<file path="config.mk">
export PLATFORM = sky130hd
export DESIGN_NAME = i2s_slave_rx
export DESIGN_NICKNAME = d
export VERILOG_FILES = /design/src/rtl/i2s_slave_rx_pkg.sv /design/src/rtl/i2s_slave_rx_in_sync.sv /design/src/rtl/i2s_slave_rx.sv
export SDC_FILE = /design/constraint.sdc
export NUM_CORES = 1
export LEC_CHECK = 0
export ABC_AREA = 1
export BUFFER_PORTS_ARGS = -buffer_cell sky130_fd_sc_hd__buf_2
export CAP_MARGIN = 10
export CORE_AREA = 2 2 93 95
export CTS_CLUSTER_DIAMETER = 30
export DETAILED_ROUTE_END_ITERATION = 16
export DIE_AREA = 0 0 95 97
export PLACE_DENSITY_LB_ADDON = 0.08
export SKIP_LAST_GASP = 1
export SYNTH_ARGS = -nofsm -noshare
export SYNTH_HDL_FRONTEND = slang
export SYNTH_SLANG_ARGS = --single-unit
</file>
<file path="constraint.sdc">
create_clock -name clk -period 2.85 [get_ports clk]
set_input_delay 0.285 -clock clk [delete_from_list [all_inputs] [get_ports clk]]
set_output_delay 0.285 -clock clk [all_outputs]
set_load 0.01 [all_outputs]
</file>
<file path="src/rtl/i2s_slave_rx_pkg.sv">
// Shared definitions for the I2S slave receiver: default word length, ws channel codes and rx FSM states.
package i2s_slave_rx_pkg;

   localparam int DEFAULT_WORD_LENGTH = 16;

   localparam logic WS_LEFT  = 1'b0;
   localparam logic WS_RIGHT = 1'b1;

   typedef logic [0:0] rx_state_t;

   localparam rx_state_t RX_SYNC = 1'b0;
   localparam rx_state_t RX_RUN  = 1'b1;

endpackage

</file>
<file path="src/rtl/i2s_slave_rx_in_sync.sv">
// Brings sck/ws/sd into the system clock domain through equal-depth flop chains and flags sck rising edges.
module i2s_in_sync
   import i2s_slave_rx_pkg::*;
#(
   parameter int SYNC_STAGES = 2
) (
   input  logic clk,
   input  logic rst,
   input  logic sck_in,
   input  logic ws_in,
   input  logic sd_in,
   output logic ws_s,
   output logic sd_s,
   output logic rise
);

   logic [SYNC_STAGES-1:0] r_sck_sync;
   logic [SYNC_STAGES-1:0] r_ws_sync;
   logic [SYNC_STAGES-1:0] r_sd_sync;
   logic                   r_sck_prev;

   // Equal depth on all three chains keeps ws/sd aligned with the sck edge that samples them.
   always_ff @(posedge clk or posedge rst) begin
      if (rst) begin
         r_sck_sync <= '0;
         r_ws_sync  <= '0;
         r_sd_sync  <= '0;
         r_sck_prev <= 1'b0;
      end else begin
         r_sck_sync <= {r_sck_sync[SYNC_STAGES-2:0], sck_in};
         r_ws_sync  <= {r_ws_sync[SYNC_STAGES-2:0], ws_in};
         r_sd_sync  <= {r_sd_sync[SYNC_STAGES-2:0], sd_in};
         r_sck_prev <= r_sck_sync[SYNC_STAGES-1];
      end
   end

   assign rise = r_sck_sync[SYNC_STAGES-1] & ~r_sck_prev;
   assign ws_s = r_ws_sync[SYNC_STAGES-1];
   assign sd_s = r_sd_sync[SYNC_STAGES-1];

endmodule

</file>
<file path="src/rtl/i2s_slave_rx.sv">
// I2S slave receiver: deserialises left/right words and emits {left,right} frames on an AXI4-Stream master port.
// Optional build macro I2S_RX_ERR_EN adds a frame_err pulse for short (zero-padded) words.
module i2s_slave_rx
   import i2s_slave_rx_pkg::*;
#(
   parameter int WORD_LENGTH = DEFAULT_WORD_LENGTH,
   parameter int SYNC_STAGES = 2
) (
   input  logic                     clk,
   input  logic                     rst,
   input  logic                     sck_in,
   input  logic                     ws_in,
   input  logic                     sd_in,
   output logic [2*WORD_LENGTH-1:0] axis_data,
   output logic                     axis_valid,
   input  logic                     axis_ready,
   output logic                     overflow
`ifdef I2S_RX_ERR_EN
   ,
   output logic                     frame_err
`endif
);

   localparam int CW = $clog2(WORD_LENGTH + 1);

   logic                     w_ws_s;
   logic                     w_sd_s;
   logic                     w_rise;
   logic                     w_trans;
   logic                     w_has_room;
   logic [WORD_LENGTH-1:0]   w_shreg_next;
   logic [CW-1:0]            w_cnt_next;
   logic [CW-1:0]            w_pad;
   logic [WORD_LENGTH-1:0]   w_word;
   logic                     w_word_end;
   logic                     w_frame_done;
   logic                     w_accept;

   rx_state_t                r_state;
   logic                     r_ws_d;
   logic [WORD_LENGTH-1:0]   r_shreg;
   logic [CW-1:0]            r_bit_cnt;
   logic [WORD_LENGTH-1:0]   r_left_hold;
   logic                     r_have_left;
   logic [2*WORD_LENGTH-1:0] r_axis_data;
   logic                     r_axis_valid;
   logic                     r_overflow;

   i2s_in_sync #(
      .SYNC_STAGES(SYNC_STAGES)
   ) u_in_sync (
      .clk    (clk),
      .rst    (rst),
      .sck_in (sck_in),
      .ws_in  (ws_in),
      .sd_in  (sd_in),
      .ws_s   (w_ws_s),
      .sd_s   (w_sd_s),
      .rise   (w_rise)
   );

   // The bit sampled on a ws transition still belongs to the old channel, so the word
   // is assembled from the shift register including this bit, then left-justified.
   always_comb begin
      w_trans      = (w_ws_s != r_ws_d);
      w_has_room   = (r_bit_cnt < CW'(WORD_LENGTH));
      w_shreg_next = r_shreg;
      w_cnt_next   = r_bit_cnt;
      if (w_has_room) begin
         w_shreg_next = {r_shreg[WORD_LENGTH-2:0], w_sd_s};
         w_cnt_next   = r_bit_cnt + CW'(1);
      end
      w_pad        = CW'(WORD_LENGTH) - w_cnt_next;
      w_word       = w_shreg_next << w_pad;
      w_word_end   = w_rise & w_trans & (r_state == RX_RUN);
      w_frame_done = w_word_end & (r_ws_d == WS_RIGHT) & r_have_left;
      w_accept     = ~r_axis_valid | axis_ready;
   end

   always_ff @(posedge clk or posedge rst) begin
      if (rst) begin
         r_state     <= RX_SYNC;
         r_ws_d      <= WS_LEFT;
         r_shreg     <= '0;
         r_bit_cnt   <= '0;
         r_left_hold <= '0;
         r_have_left <= 1'b0;
      end else if (w_rise) begin
         r_ws_d <= w_ws_s;
         if (w_trans) begin
            r_shreg   <= '0;
            r_bit_cnt <= '0;
            if (r_state == RX_SYNC) begin
               r_state <= RX_RUN;
            end else if (r_ws_d == WS_LEFT) begin
               r_left_hold <= w_word;
               r_have_left <= 1'b1;
            end else begin
               r_have_left <= 1'b0;
            end
         end else begin
            r_shreg   <= w_shreg_next;
            r_bit_cnt <= w_cnt_next;
         end
      end
   end

   // Single-entry output register: a completed frame that finds it occupied is dropped.
   always_ff @(posedge clk or posedge rst) begin
      if (rst) begin
         r_axis_data  <= '0;
         r_axis_valid <= 1'b0;
         r_overflow   <= 1'b0;
      end else begin
         r_overflow <= 1'b0;
         if (w_frame_done) begin
            if (w_accept) begin
               r_axis_data  <= {r_left_hold, w_word};
               r_axis_valid <= 1'b1;
            end else begin
               r_overflow <= 1'b1;
            end
         end else if (r_axis_valid && axis_ready) begin
            r_axis_valid <= 1'b0;
         end
      end
   end

   assign axis_data  = r_axis_data;
   assign axis_valid = r_axis_valid;
   assign overflow   = r_overflow;

`ifdef I2S_RX_ERR_EN
   logic r_frame_err;

   always_ff @(posedge clk or posedge rst) begin
      if (rst) begin
         r_frame_err <= 1'b0;
      end else begin
         r_frame_err <= w_word_end & (w_cnt_next < CW'(WORD_LENGTH));
      end
   end

   assign frame_err = r_frame_err;
`endif

endmodule

</file>
==> results.toml <==
[sta]
rsz0062_at_grt = "false"
maxSlewViolCount = 0
fin_crit_ns = 2.33
tightest_slew_ns = 0.760
skew_ns = 0.0117
fin_ws_ns = 0.515
timing.fmax_mhz = 428
finalHoldViolations = 0
setup_viol = 0
slew-limit-headroom_pct = 49.2
whs_ns = 0.0192
fin_crit_sh_pct = 81.9
tns_ns = 0

[power_and_ir_drop]
p_sw_uw = 1540
power_density_nw_per_um2 = 786
p_int_uw = 2260
comb_power_share_pct = 37.1
seqPwrFrac_pct = 39.4
vdd_drop_max_v = 0.000420
p_clk_share_pct = 23.5
p_sw_share_pct = 40.5
p_leak_uw = 0.00262

[clock_network]
path_clk_slew_ns = 0.09
cts_tree = "built"
root_buffer = "clkbuf_8"
cts_buffers = 9
htreeDepth = 3
cts.path.max_buffers = 2
cts_resized = 0
clk_latency_ns = 0.36
numClockSinks = 81

[synth]
seq_area_frac_synth_pct = 45.6
synth.net_count = 601
synth.avg_cell_area_um2 = 7.50
syn_area_um2 = 4450
synth.mux.area_fraction_pct = 0
ys_ff_latch = 81
synth_top_family_by_area = "simple AND/OR/NAND/NOR gates"
synthXorXnorAreaFrac_pct = 0
yosys_warnings = 0
postSynthCellCount = 593
synth_cell_types = 27
synthAdderAreaFrac_pct = 0.563
synthSimpleGateAreaFrac_pct = 38.5
synth-compound-area-share_pct = 6.92

[final_layout]
final_layout_size_suffix_gt1_share_pct = 17.9
num-nets-final = 630
fin_util_pct = 59.3
area_growth_pct = 8.58
stdcell_count = 732
diodes = 0

[hold_path]
hp-class = "in -> reg"

[critical_path]
critPathLaunchType = "register"
cp_data_required_time_ns = 3.14
slowest_delay_ns = 0.42
cp.arrival_ns = 2.62
cp_cell_sequence = "buf_4 > nand2_1 > nand2_2 > nor2_2 > nand2_4 > inv_2 > nand2_4 > nand2_1 > nand2_2 > nand4_1 > o21ai_1"
critPathBufInv = 2
cp_max_fo = 34
path_class = "reg -> reg"
critPathTopFamily = "simple AND/OR/NAND/NOR gates"
crit_path_top_delay_cell = "dfrtp_1"
endpoint_kind = "register"

[global_route]
grt_overflow = 0
grt_pass1_wl_um = 17400
grt_util_all_layers_pct = 23.7
grt_pass1_vias = 3676
grt_max_degree = 43
grt_antenna_before_repair = 0

[routing]
vias_per_cell = 5.18
drt-total-wl_um = 9990
drtPass1Iterations = 5
vias = 3789
postRouteAntennaNets = 0
drc = 0
routedWlPerCell_um = 13.7
initialDrtViolationCount = 185

[die]
core_area_um2 = 8130
initial_core_util_pct = 54.7
die_w_um = 95
rows = 33
die-height_um = 97
ioPinCount = 40
die-area_um2 = 9220

[run_status]
outcome = "complete, no violations"

[placed_design]
dp.cells = 715
port_buffers = 39
place.gp.congestion = 0.888
dp_hpwl_um = 7160
pre_cts_slack_ns = 0.532

[flow_run]
cap_violations = 0
state kept, by name, summed over array words and instances, names as in the netlist:
| name | cells |
|---|---|
| r_ws_d | 1 |
| r_left_hold | 16 |
| r_bit_cnt | 5 |
| u_in_sync.r_ws_sync | 2 |
| u_in_sync.r_sd_sync | 2 |
| axis_valid | 1 |
| overflow | 1 |
| r_state | 1 |
| r_shreg | 16 |
| u_in_sync.r_sck_sync | 2 |
| r_have_left | 1 |
| axis_data | 32 |
| u_in_sync.r_sck_prev | 1 |
kinds of logic after synthesis:
group                      after synthesis
AOI/OAI and AO/OA                       48
buffers and inverters                   69
and+or+nand+nor                        393
DFF                                     81
adders and majority gates                2
routing by layer:
metal  GRT usage [%]  up-vias  share of wire [%]
met5               0        -                  0
met4            7.36        0                2.4
met3            4.75       24                3.3
met2            37.4       64                 47
met1            32.7     1774                 48
li1                -     1927                  -
synthesized netlist by cell type:
cell type,n,area [µm²]
a211oi_1,1,7.51
buf_2,7,35.0
buf_4,2,15.0
buf_6,11,124
buf_8,1,15.0
clkbuf_1,8,30.0
dfrtp_1,81,2030
ha_1,2,25.0
inv_1,35,131
inv_2,4,15.0
inv_6,1,8.76
nand2_1,294,1100
nand2_2,18,113
nand2_4,8,90.1
nand3_1,40,200
nand3_4,1,17.5
nand4_1,13,81.3
nor2_1,12,45.0
nor2_2,2,12.5
nor2_4,3,33.8
o21ai_0,7,35.0
o21ai_1,11,55.1
o21ai_2,9,78.8
o22ai_1,19,119
o31ai_2,1,12.5
or2_2,1,6.26
or2_4,1,8.76
final timing paths:
path / from / cells after the start / slack (ns) / to
worst max-delay path: r_bit_cnt[4] / 11 / 0.52 / r_left_hold[7]
worst min-delay path: sd_in / 1 / 0.02 / u_in_sync.r_sd_sync[0]
worst max register to register: r_bit_cnt[4] / 11 / 0.52 / r_left_hold[7]
worst min register to register: u_in_sync.r_ws_sync[0] / 0 / 0.36 / u_in_sync.r_ws_sync[1]
max in group asynchronous: rst / 4 / 1.74 / r_left_hold[9]
min in group asynchronous: rst / 3 / 0.40 / r_shreg[3]
timing repair:
action	4_1_cts	5_1_grt
endpoints found under the hold margin	19	0
endpoints found under the setup margin	0	0
hold buffers	1	0
buffers inserted	0	0
metrics by stage:
step / power, µW / area, µm²
floorplan: 2610 / 4450
finish: 3790 / 4830
CTS: 3820 / 4830
global route: 4090 / 4830
detailed placement: 2920 / 4610
global placement: 2900 / 4610
cell type report:
| type | count | area [µm²] |
|---|---|---|
| fillers | 779 | 3310 |
| multi-input cells | 443 | 2040 |
| flip-flops and latches | 81 | 2030 |
| repair buffers | 47 | 258 |
| inverters | 40 | 156 |
| well taps | 105 | 131 |
| clock buffers | 9 | 124 |
| clock inverters | 7 | 86.3 |
placed cells by master, fill, tap and decap left out, drive strengths merged:
master / netlist / routed
nand2: 320 / 320
dfrtp: 81 / 81
buf: 21 / 46
inv: 40 / 43
nand3: 41 / 41
o21ai: 27 / 27
o22ai: 19 / 19
nor2: 17 / 17
nand4: 13 / 13
clkbuf: 8 / 9
ha: 2 / 2
or2: 2 / 2
clkinv: 0 / 2
o31ai: 1 / 1
a211oi: 1 / 1
clkinvlp: 0 / 1
bufinv: 0 / 1
dlygate4sd3: 0 / 1
power by group through the flow:
stage	Sequential [µW]	Combinational (µW)	Clock, µW
detailed placement	1510	1410	0
global route	1530	1600	964
finish	1500	1410	890
floorplan	1570	1050	0
CTS	1500	1410	914
global placement	1510	1390	0
Note: power is estimated with default switching activity, not from simulation.
